<file path="src/rtl/sid_filter_pkg.sv">
// Shared constants, coefficient tables, FSM encoding and helpers
// for the multi-channel SID state-variable filter.
package sid_filter_pkg;

  localparam int unsigned W0_BASE  = 797;
  localparam int unsigned W0_SLOPE = 40;
  localparam logic [11:0] FC_KNEE  = 12'hA37;
  localparam logic [17:0] W0_MAX   = 18'd105397;

  localparam int MODE_LP = 0;
  localparam int MODE_BP = 1;
  localparam int MODE_HP = 2;

  typedef enum logic [2:0] {
    S_IDLE,
    S_MUL_BP,
    S_MUL_LP,
    S_MUL_HP,
    S_COMMIT
  } state_t;

  function automatic logic [10:0] q_lut(input logic [3:0] r);
    logic [10:0] q;
    case (r)
      4'd0:    q = 11'd1448;
      4'd1:    q = 11'd1323;
      4'd2:    q = 11'd1218;
      4'd3:    q = 11'd1128;
      4'd4:    q = 11'd1051;
      4'd5:    q = 11'd984;
      4'd6:    q = 11'd925;
      4'd7:    q = 11'd872;
      4'd8:    q = 11'd825;
      4'd9:    q = 11'd783;
      4'd10:   q = 11'd745;
      4'd11:   q = 11'd710;
      4'd12:   q = 11'd679;
      4'd13:   q = 11'd650;
      4'd14:   q = 11'd624;
      default: q = 11'd599;
    endcase
    return q;
  endfunction

  // Symmetric clamp to +/-(2^(w-1)-1); the most negative code is excluded.
  function automatic logic signed [63:0] sat(
    input logic signed [63:0] v,
    input int                 w
  );
    logic signed [63:0] lim;
    lim = (64'sd1 <<< (w - 1)) - 64'sd1;
    if (v > lim)
      return lim;
    else if (v < -lim)
      return -lim;
    else
      return v;
  endfunction

endpackage

</file>
<file path="src/rtl/sid_svf_mc_if.sv">
// Sample-in / result-out bundle of the multi-channel filter.
// The filter sits on the slave side, the sequencer on the master side.
interface sid_svf_mc_if #(
  parameter int NUM_CH = 3,
  parameter int DW     = 12
);
  localparam int CHW = (NUM_CH > 1) ? $clog2(NUM_CH) : 1;

  logic                 in_valid;
  logic                 in_ready;
  logic [CHW-1:0]       in_ch;
  logic signed [DW-1:0] in;
  logic [11:0]          fc;
  logic [3:0]           resonance;
  logic [2:0]           mode;
  logic                 out_valid;
  logic [CHW-1:0]       out_ch;
  logic signed [DW-1:0] out;
  logic                 ovf;

  modport slave (
    input  in_valid, in_ch, in, fc, resonance, mode,
    output in_ready, out_valid, out_ch, out, ovf
  );

  modport master (
    output in_valid, in_ch, in, fc, resonance, mode,
    input  in_ready, out_valid, out_ch, out, ovf
  );

endinterface

</file>
<file path="src/rtl/sid_filter_coef.sv">
// Maps the cutoff and resonance codes to the w0 and Q coefficients.
// Purely combinational; feeds the accept latch of the filter.
module sid_filter_coef
  import sid_filter_pkg::*;
(
  input  logic [11:0] i_fc,
  input  logic [3:0]  i_res,
  output logic [17:0] o_w0,
  output logic [10:0] o_q
);

  logic [17:0] w_lin;

  assign w_lin = 18'(i_fc) * 18'(W0_SLOPE) + 18'(W0_BASE);
  assign o_w0  = (i_fc < FC_KNEE) ? w_lin : W0_MAX;
  assign o_q   = q_lut(i_res);

endmodule

</file>
<file path="src/rtl/sid_svf_mc.sv">
// Time-multiplexed LP/BP/HP/notch state-variable filter for NUM_CH
// channels, one shared signed multiplier, five cycles per sample.
module sid_svf_mc
  import sid_filter_pkg::*;
#(
  parameter int NUM_CH  = 3,
  parameter int DW      = 12,
  parameter int SW      = 24,
  parameter int W0_FRAC = 20,
  parameter int Q_FRAC  = 10
) (
  input  logic         clk,
  input  logic         reset,
  sid_svf_mc_if.slave  bus
);

  localparam int CHW = (NUM_CH > 1) ? $clog2(NUM_CH) : 1;
  localparam int PW  = SW + 19;
  localparam int AW  = SW + 2;
  localparam logic [CHW:0] NCH = (CHW + 1)'(NUM_CH);

  state_t r_state;
  state_t w_next;

  logic [CHW-1:0]       r_ch;
  logic signed [SW-1:0] r_in;
  logic [17:0]          r_w0;
  logic [10:0]          r_q;
  logic [2:0]           r_mode;

  logic signed [SW-1:0] r_vhp [NUM_CH];
  logic signed [SW-1:0] r_vbp [NUM_CH];
  logic signed [SW-1:0] r_vlp [NUM_CH];

  logic signed [AW-1:0] r_pbp;
  logic signed [AW-1:0] r_plp;
  logic signed [AW-1:0] r_phq;

  logic                 r_out_valid;
  logic [CHW-1:0]       r_out_ch;
  logic signed [DW-1:0] r_out;
  logic                 r_ovf;

  logic [17:0] w_w0;
  logic [10:0] w_q;
  logic        w_accept;
  logic        w_ch_ok;

  logic signed [SW-1:0] w_vhp;
  logic signed [SW-1:0] w_vbp;
  logic signed [SW-1:0] w_vlp;

  logic signed [18:0]   w_opa;
  logic signed [SW-1:0] w_opb;
  logic signed [PW-1:0] w_prod;
  logic signed [AW-1:0] w_prod_t;

  logic signed [AW-1:0] w_bp_raw;
  logic signed [AW-1:0] w_lp_raw;
  logic signed [AW-1:0] w_hp_raw;
  logic signed [SW-1:0] w_bp_n;
  logic signed [SW-1:0] w_lp_n;
  logic signed [SW-1:0] w_hp_n;
  logic signed [AW-1:0] w_hp_x;
  logic signed [AW-1:0] w_bp_x;
  logic signed [AW-1:0] w_lp_x;
  logic signed [AW-1:0] w_sum;
  logic signed [DW-1:0] w_out_n;
  logic                 w_clip;

  sid_filter_coef u_coef (
    .i_fc  (bus.fc),
    .i_res (bus.resonance),
    .o_w0  (w_w0),
    .o_q   (w_q)
  );

  assign w_accept = bus.in_valid && (r_state == S_IDLE);
  assign w_ch_ok  = ({1'b0, bus.in_ch} < NCH);

  assign w_vhp = r_vhp[r_ch];
  assign w_vbp = r_vbp[r_ch];
  assign w_vlp = r_vlp[r_ch];

  always_ff @(posedge clk) begin
    if (reset)
      r_state <= S_IDLE;
    else
      r_state <= w_next;
  end

  always_comb begin
    w_next = r_state;
    unique case (r_state)
      S_IDLE:   if (w_accept && w_ch_ok) w_next = S_MUL_BP;
      S_MUL_BP: w_next = S_MUL_LP;
      S_MUL_LP: w_next = S_MUL_HP;
      S_MUL_HP: w_next = S_COMMIT;
      S_COMMIT: w_next = S_IDLE;
      default:  w_next = S_IDLE;
    endcase
  end

  // Shared multiplier: operand pair and shift chosen by the FSM phase.
  always_comb begin
    w_opa = {1'b0, r_w0};
    w_opb = w_vhp;
    unique case (r_state)
      S_MUL_LP: w_opb = w_vbp;
      S_MUL_HP: begin
        w_opa = {8'b0, r_q};
        w_opb = w_vbp;
      end
      default: ;
    endcase
    w_prod = PW'(w_opa) * PW'(w_opb);
    if (r_state == S_MUL_HP)
      w_prod_t = AW'(w_prod >>> Q_FRAC);
    else
      w_prod_t = AW'(w_prod >>> W0_FRAC);
  end

  always_comb begin
    w_bp_raw = AW'(w_vbp) - r_pbp;
    w_lp_raw = AW'(w_vlp) - r_plp;
    w_hp_raw = r_phq - AW'(w_vlp) + AW'(r_in);
    w_bp_n   = SW'(sat(64'(w_bp_raw), SW));
    w_lp_n   = SW'(sat(64'(w_lp_raw), SW));
    w_hp_n   = SW'(sat(64'(w_hp_raw), SW));
    w_hp_x   = '0;
    w_bp_x   = '0;
    w_lp_x   = '0;
    if (r_mode[MODE_HP]) w_hp_x = AW'(w_hp_n);
    if (r_mode[MODE_BP]) w_bp_x = AW'(w_bp_n);
    if (r_mode[MODE_LP]) w_lp_x = AW'(w_lp_n);
    w_sum   = w_hp_x + w_bp_x + w_lp_x;
    w_out_n = DW'(sat(64'(w_sum), DW));
    w_clip  = (sat(64'(w_bp_raw), SW) != 64'(w_bp_raw))
           || (sat(64'(w_lp_raw), SW) != 64'(w_lp_raw))
           || (sat(64'(w_hp_raw), SW) != 64'(w_hp_raw))
           || (sat(64'(w_sum), DW)    != 64'(w_sum));
  end

  always_ff @(posedge clk) begin
    if (reset) begin
      for (int i = 0; i < NUM_CH; i++) begin
        r_vhp[i] <= '0;
        r_vbp[i] <= '0;
        r_vlp[i] <= '0;
      end
      r_ch        <= '0;
      r_in        <= '0;
      r_w0        <= '0;
      r_q         <= '0;
      r_mode      <= '0;
      r_pbp       <= '0;
      r_plp       <= '0;
      r_phq       <= '0;
      r_out_valid <= 1'b0;
      r_out_ch    <= '0;
      r_out       <= '0;
      r_ovf       <= 1'b0;
    end else begin
      r_out_valid <= 1'b0;
      if (w_accept && w_ch_ok) begin
        r_ch   <= bus.in_ch;
        r_in   <= SW'(bus.in);
        r_w0   <= w_w0;
        r_q    <= w_q;
        r_mode <= bus.mode;
      end
      unique case (r_state)
        S_MUL_BP: r_pbp <= w_prod_t;
        S_MUL_LP: r_plp <= w_prod_t;
        S_MUL_HP: r_phq <= w_prod_t;
        S_COMMIT: begin
          r_vbp[r_ch] <= w_bp_n;
          r_vlp[r_ch] <= w_lp_n;
          r_vhp[r_ch] <= w_hp_n;
          r_out       <= w_out_n;
          r_out_ch    <= r_ch;
          r_out_valid <= 1'b1;
          if (w_clip) r_ovf <= 1'b1;
        end
        default: ;
      endcase
    end
  end

  assign bus.in_ready  = (r_state == S_IDLE);
  assign bus.out_valid = r_out_valid;
  assign bus.out_ch    = r_out_ch;
  assign bus.out       = r_out;
  assign bus.ovf       = r_ovf;

endmodule

</file>
<file path="src/flat_wrapper.sv">
// flat-port wrapper written by rule: the top's interface ports become plain ports
module sid_svf_mc_flat import sid_filter_pkg::*;
#(
  parameter int NUM_CH  = 3,
  parameter int DW      = 12,
  parameter int SW      = 24,
  parameter int W0_FRAC = 20,
  parameter int Q_FRAC  = 10
)
  (clk, reset, bus_in_valid, bus_in_ch, bus_in, bus_fc, bus_resonance, bus_mode, bus_in_ready, bus_out_valid, bus_out_ch, bus_out, bus_ovf);
  sid_svf_mc_if #(.NUM_CH(NUM_CH), .DW(DW)) bus_i ();
  input  logic clk;
  input  logic reset;
  input wire logic [$bits(bus_i.in_valid)-1:0] bus_in_valid;
  input wire logic [$bits(bus_i.in_ch)-1:0] bus_in_ch;
  input wire logic [$bits(bus_i.in)-1:0] bus_in;
  input wire logic [$bits(bus_i.fc)-1:0] bus_fc;
  input wire logic [$bits(bus_i.resonance)-1:0] bus_resonance;
  input wire logic [$bits(bus_i.mode)-1:0] bus_mode;
  output wire logic [$bits(bus_i.in_ready)-1:0] bus_in_ready;
  output wire logic [$bits(bus_i.out_valid)-1:0] bus_out_valid;
  output wire logic [$bits(bus_i.out_ch)-1:0] bus_out_ch;
  output wire logic [$bits(bus_i.out)-1:0] bus_out;
  output wire logic [$bits(bus_i.ovf)-1:0] bus_ovf;
  assign bus_i.in_valid = bus_in_valid;
  assign bus_i.in_ch = bus_in_ch;
  assign bus_i.in = bus_in;
  assign bus_i.fc = bus_fc;
  assign bus_i.resonance = bus_resonance;
  assign bus_i.mode = bus_mode;
  assign bus_in_ready = bus_i.in_ready;
  assign bus_out_valid = bus_i.out_valid;
  assign bus_out_ch = bus_i.out_ch;
  assign bus_out = bus_i.out;
  assign bus_ovf = bus_i.ovf;
  sid_svf_mc #(.NUM_CH(NUM_CH), .DW(DW), .SW(SW), .W0_FRAC(W0_FRAC), .Q_FRAC(Q_FRAC)) u_core (.clk(clk), .reset(reset), .bus(bus_i));
endmodule
</file>
<file path="config.mk">
export PLATFORM = sky130hd
export DESIGN_NAME = sid_svf_mc_flat
export DESIGN_NICKNAME = d
export VERILOG_FILES = /design/src/rtl/sid_filter_pkg.sv /design/src/rtl/sid_svf_mc_if.sv /design/src/rtl/sid_filter_coef.sv /design/src/rtl/sid_svf_mc.sv /design/src/flat_wrapper.sv
export SDC_FILE = /design/constraint.sdc
export NUM_CORES = 2
export LEC_CHECK = 0
export BUFFER_PORTS_ARGS = -buffer_cell sky130_fd_sc_hd__buf_2
export CAP_MARGIN = 20
export CORE_MARGIN = 5
export CORE_UTILIZATION = 35
export DETAILED_ROUTE_END_ITERATION = 6
export SLEW_MARGIN = 20
export SYNTH_ARGS = -nofsm -noshare
export SYNTH_HDL_FRONTEND = slang
export SYNTH_SLANG_ARGS = --single-unit
</file>
<file path="constraint.sdc">
create_clock -name clk -period 25.5 [get_ports clk]
set_clock_uncertainty 0.2 [all_clocks]
set_input_delay 3.825 -clock clk [delete_from_list [all_inputs] [get_ports clk]]
set_output_delay 3.825 -clock clk [all_outputs]
set_load 0.01 [all_outputs]
</file>
After elaboration in Yosys (flattened, before gate mapping)
Memories as Yosys holds them, arrays and structs flattened. A register that Yosys moved wholly into a read port is not among the register bits.
Index checks and enable logic that the tools add are counted.
{"block": "word_totals", "reg_bits": 132, "mem_bits_rw": 216, "mem_bits_ro": 176, "inputBits": 36, "output_inout_bits": 17, "elab_cells": 92, "memories": 4}
{"block": "classes", "add_sub_neg": 7, "n_mul": 2, "magnitude_cmp": 10, "eq_ne": 9, "mux": 37, "reduce_logical": 11}
{"name": "(name not given)", "depth": 16, "word_bits": 11, "read_ports": 1, "rd_ports_with_merged_regs": 1, "wr": 0, "line": "sid_filter_pkg.sv:24", "rtl": "case (r)"}
{"name": "u_core.r_vbp", "depth": 3, "word_bits": 24, "read_ports": 1, "rd_ports_with_merged_regs": 1, "wr": 3, "line": "sid_svf_mc.sv:32", "rtl": "logic signed [SW-1:0] r_vbp [NUM_CH];"}
{"name": "u_core.r_vhp", "depth": 3, "word_bits": 24, "read_ports": 1, "rd_ports_with_merged_regs": 1, "wr": 3, "line": "sid_svf_mc.sv:31", "rtl": "logic signed [SW-1:0] r_vhp [NUM_CH];"}
{"name": "u_core.r_vlp", "depth": 3, "word_bits": 24, "read_ports": 1, "rd_ports_with_merged_regs": 1, "wr": 3, "line": "sid_svf_mc.sv:33", "rtl": "logic signed [SW-1:0] r_vlp [NUM_CH];"}
{"operator": "$mux W64", "n": 8}
{"operator": "$ne A64 B26 Y1", "n": 4}
{"operator": "$mux W26", "n": 4}
{"operator": "$mux W24", "n": 4}
{"operator": "$gt A26 B24 Y1 const B", "n": 3}
{"operator": "$lt A26 B24 Y1 const B", "n": 3}
{"operator": "$reduce_or A24 Y1", "n": 3}
{"operator": "$add A26 B26 Y26", "n": 2}
{"operator": "$sub A24 B26 Y26", "n": 2}
{"operator": "$mul A19 B24 Y43", "n": 1}
{"operator": "$mux W18", "n": 2}
{"operator": "$add A26 B12 Y26", "n": 1}
{"operator": "$gt A26 B12 Y1 const B", "n": 1}
{"operator": "$lt A26 B12 Y1 const B", "n": 1}
{"operator": "$sub A26 B24 Y26", "n": 1}
{"operator": "$add A18 B10 Y18 const B", "n": 1}
{"operator": "$mux W2", "n": 9}
{"operator": "$mul A12 B3 Y15 const B", "n": 1}
{"operator": "$lt A12 B12 Y1 const B", "n": 1}
{"operator": "$pmux W3 S4", "n": 1}
{"operator": "$mux W1", "n": 8}
{"operator": "$eq A3 B2 Y1 const B", "n": 2}
{"operator": "$eq A3 B1 Y1 const B", "n": 1}
{"operator": "$eq A3 B3 Y1 const B", "n": 1}
{"operator": "8 further kinds", "n": 11}

Logic depth before layout (Yosys ltp)
{"block": "logic_depth", "ltp_word": 14, "ltp_mapped": 42, "mapped_depth_nobuf": 36}

Hierarchy
Synthesis repeated with hierarchy kept, for this count alone.
{"block": "hier_totals", "cells_unflattened": 4699, "hier_area_um2": 43078.8}
{"mod": "sid_svf_mc", "n_inst": 1, "cells_per_inst": 4517, "area_each_um2": 41702.5, "seq_area_each_um2": 11551.1}
{"mod": "sid_filter_coef", "n_inst": 1, "cells_per_inst": 182, "area_each_um2": 1376.3, "seq_area_each_um2": 0.0}

Least setup slack after synthesis
Ideal clock, no wire load.
{"block": "synth_path", "kind": "register -> register", "startpoint": "register (tool-made name)", "endpoint": "register u_core.r_ovf (netlist: u_core.bus.ovf)", "setup_ns": 0.135, "arrival_time_ns": 9.564, "required_ns": 25.165, "setup_slack_ns": 15.601, "path_stages_with_launch": 40, "path_buffers": 6, "synth_period_minus_slack_ns": 9.899, "path_cell_list": "dfxtp_1 buf_4 buf_1 clkbuf_1 buf_1 mux4_2 fa_1 inv_1 ha_1 or2_2 o311a_1 a221oi_4 o21ai_1 a211o_1 o221ai_1 xnor2_1 nor2b_1 o21ai_0 (+4 left out) inv_1 nand2_1 fa_1 inv_1 ha_1 inv_1 fa_1 nand2b_1 a21oi_1 o21a_1 o21ai_1 a311oi_1 xor2_1 nand3_1 nor4b_1 mux2i_1 a2111oi_0 a31oi_1"}
{"item": "end signal, assigned", "line": "sid_svf_mc.sv:162", "rtl": "r_ovf <= 1'b0;"}
{"item": "end signal, assigned", "line": "sid_svf_mc.sv:183", "rtl": "if (w_clip) r_ovf <= 1'b1;"}
{"item": "end, declared", "line": "sid_svf_mc.sv:42", "rtl": "logic r_ovf;"}

==> impl_metrics.py <==
metrics = {
    "status": {
        "status": "finished clean",
    },
    "power": {
        "p_int_mw": 2.54,
        "swShare": 0.547,
        "ir_drop_uv": 92.8,
        "power_frac_comb": 0.703,
        "p_leak_nw": 19.5,
        "p_per_area_nw_per_um2": 123,
        "clkPwrFrac": 0.133,
        "p_sw_mw": 3.07,
        "power_frac_seq": 0.163,
    },
    "placed_design": {
        "port_buffers": 52,
        "globalplace.congestion": 0.963,
        "dpl.hpwl_um": 103000,
        "place_ws_ns": 14.39,
    },
    "clocking": {
        "cts_made_buffers": 49,
        "clock_latency_ns": 0.61,
        "clk_path_buf_depth": 3,
        "holdBufCountCts": 0,
        "cts_max_level": 2,
        "postCtsSetupRepairBufs": 0,
        "cts.sinks": 431,
        "root_buffer": "clkbuf_16",
        "cts_resized": 0,
        "path_clk_slew_ns": 0.06,
        "cts_tree": "built",
    },
    "global_routing": {
        "gr-total-overflow": 0,
        "grt_pass1_wl_um": 202000,
        "grt_max_degree": 87,
        "grt_pass1_vias": 32700,
        "grt_usage": 0.208,
        "antenna_found_initial": 2,
    },
    "min_path": {
        "hp-start": "u_core.r_phq[2]",
        "min_path_type": "register to register",
    },
    "cells_and_area": {
        "nets": 5263,
        "drive_gt1_frac": 0.0681,
        "area.growth.synth_to_final_pct": 8.46,
    },
    "critical_path": {
        "crit_fanout": 33,
        "cp_slowest_stage_delay_ns": 0.85,
        "rrSetupSlack_ns": 14.43,
        "critPathRequiredTime_ns": 25.77,
        "slowest_stage": "ha_1",
        "path_class": "register to register",
        "critPathArrivalTime_ns": 11.34,
        "cpMostUsedCell": "ha_1",
        "critPathLaunchType": "register",
        "endpoint_kind": "register",
    },
    "synthesis": {
        "synth_top_cell_by_area": "fa_1",
        "synth-seq-area-share": 0.275,
        "synth_top_flop_cell": "edfxtp_1",
        "syn_area_per_cell_um2": 9.16,
        "synth_seq_cells": 431,
        "synth_nets": 5333,
        "synth_area_um2": 41900,
        "synthTopCellsByArea": "fa_1 23%, edfxtp_1 21%, ha_1 7.1%, dfxtp_1 6.8%, inv_1 6.6%",
        "synthDistinctLibCells": 97,
        "ys_warn_count": 0,
        "async_reset_ff_frac": 0,
        "synth.top_cell.area_share": 0.230,
        "synth_edf_count": 288,
        "synth_cells": 4578,
    },
    "sta": {
        "whs_ns": 0.258,
        "setup_slack_ns": 14.43,
        "maxSlewHeadroom": 0.262,
        "drv_slew": 0,
        "min_period_ns": 11.07,
        "hold_viol": 0,
        "finalSetupTns_ns": 0,
        "setup_viol": 0,
        "layout_worst_path_cycle_share": 0.434,
        "worst_pin_slew_ns": 1.11,
        "rsz0062_at_grt": "false",
        "max_freq_ghz": 0.0903,
    },
    "detailed_routing": {
        "wl_per_cell_um": 21.6,
        "drtAntennaViolNets": 0,
        "drt_first_iter_violations": 2956,
        "vias_per_cell": 5.27,
        "vias": 32445,
        "wirelength_um": 133000,
        "drc": 0,
        "first_pass_iters": 5,
    },
    "floorplan": {
        "rows": 127,
        "die_w_um": 356,
        "die_h_um": 356,
        "dieArea_um2": 127000,
        "start_util": 0.351,
        "core_area_um2": 119000,
        "ios": 53,
    },
    "run": {
        "cap_violations": 0,
    },
}
==> cells by family after synthesis <==
group           Yosys count  share of synthesized area
flops                   431                      0.275
mux                      91                     0.0430
compound gates          641                     0.0993
simple gates           1604                      0.168
buf+inv                 956                     0.0862
xor+xnor                136                     0.0284
fa+ha+maj               719                      0.301
==> cells in the final DEF (no fill, tap or decap), drive strengths merged, types with 15 or more instances in the layout <==
master and n:
inv 737, and3 19, a21oi 215, a21o 53
nand2b 30, or2 15, and4 19, nand4 26
nor2 581, mux4 71, clkinv 21, xor2 53
ha 238, o21a 40, fa 481, clkbuf 61
o21ai 118, nand2 657, and2 51, nand3 42
mux2i 17, dfxtp 143, o31ai 18, nor2b 47
a211oi 38, edfxtp 288, xnor2 83, buf 100
a31oi 31, o21bai 17, nor3 32
==> stage by stage <==
step	util	cells	cell area (um^2)	total power, mW
final	0.381	6162	45500	5.61
after global routing	0.381	6161	45500	6.01
after CTS	0.381	6161	45500	5.58
after detailed placement	0.366	6069	43800	4.79
after global placement	0.366	6069	43800	4.78
after floorplan	-	4578	41900	3.50
==> metal layers <==
layer	vias to the layer above	routed length, um	track usage
met5	-	0	0
met4	0	4420	0.0616
met3	200	10900	0.0430
met2	1187	59600	0.329
met1	16332	57900	0.291
li1	14726	-	-
==> worst max-delay path: cells and delay by family (launching register included) <==
kind	cells	cell delay [ns]
xor gates and xnor gates	1	0.23
buffers and inverters	4	1.41
muxes	2	0.87
DFF	1	0.56
and+or+nand+nor	10	1.90
AOI/OAI and AO/OA	11	3.30
adders and majority gates	5	2.41
==> cells in the mapped netlist (12+ instances only) <==
| library cell | n |
|---|---|
| inv_1 | 735 |
| nand2_1 | 657 |
| nor2_1 | 581 |
| fa_1 | 481 |
| edfxtp_1 | 288 |
| ha_1 | 238 |
| a21oi_1 | 214 |
| clkbuf_1 | 190 |
| dfxtp_1 | 143 |
| o21ai_0 | 108 |
| xnor2_1 | 83 |
| mux4_2 | 71 |
| a21o_1 | 53 |
| xor2_1 | 53 |
| and2_1 | 50 |
| nor2b_1 | 47 |
| nand3_1 | 42 |
| o21a_1 | 40 |
| a211oi_1 | 37 |
| a31oi_1 | 31 |
| nand2b_1 | 30 |
| nor3_1 | 30 |
| nand4_1 | 26 |
| buf_1 | 20 |
| and3_1 | 19 |
| and4_1 | 18 |
| mux2i_1 | 17 |
| o21bai_1 | 17 |
| o31ai_1 | 16 |
| o211ai_1 | 14 |
| or2_2 | 14 |
| or3_1 | 14 |
| nand3b_1 | 12 |
| or4_1 | 12 |
==> layout make-up <==
cell class                 instances  area, um^2
timing repair buffer             100         623
clock inverter                    31         342
inverter                         735        2760
sequential                       431       11500
antenna                            1        2.50
clock buffer                      61        1340
multi-input combinational       3191       26900
fill                           12167       74000
tap                             1612        2020
==> sequential cells by signal, indices dropped and copies added (netlist names), named ones only <==
register              cells
u_core.r_w0              16
u_core.r_mode             3
u_core.r_pbp             26
u_core.r_vhp             96
u_core.r_state            3
u_core.r_in              12
u_core.bus.ovf            1
u_core.r_vlp             96
u_core.r_phq             26
u_core.r_plp             26
u_core.bus.out           12
u_core.r_q               11
u_core.bus.out_valid      1
u_core.bus.out_ch         2
u_core.r_vbp             96
u_core.r_ch               2
==> power groups by stage <==
stage | combinational (mW) | sequential [mW] | clock [mW]
floorplan | 2.59 | 0.909 | 0
global placement | 3.85 | 0.929 | 0
detailed placement | 3.86 | 0.930 | 0
CTS | 3.90 | 0.916 | 0.758
global route | 4.30 | 0.923 | 0.787
finish | 3.95 | 0.917 | 0.747
==> path summary, 6_finish.rpt <==
check	depth (start not counted)	endpoint
worst max-delay path	33	u_core.bus.ovf
worst min-delay path	2	u_core.r_phq[2]
worst max register to register	33	u_core.bus.ovf
worst min register to register	2	u_core.r_phq[2]
No activity file was read; power rests on OpenSTA's default activity.
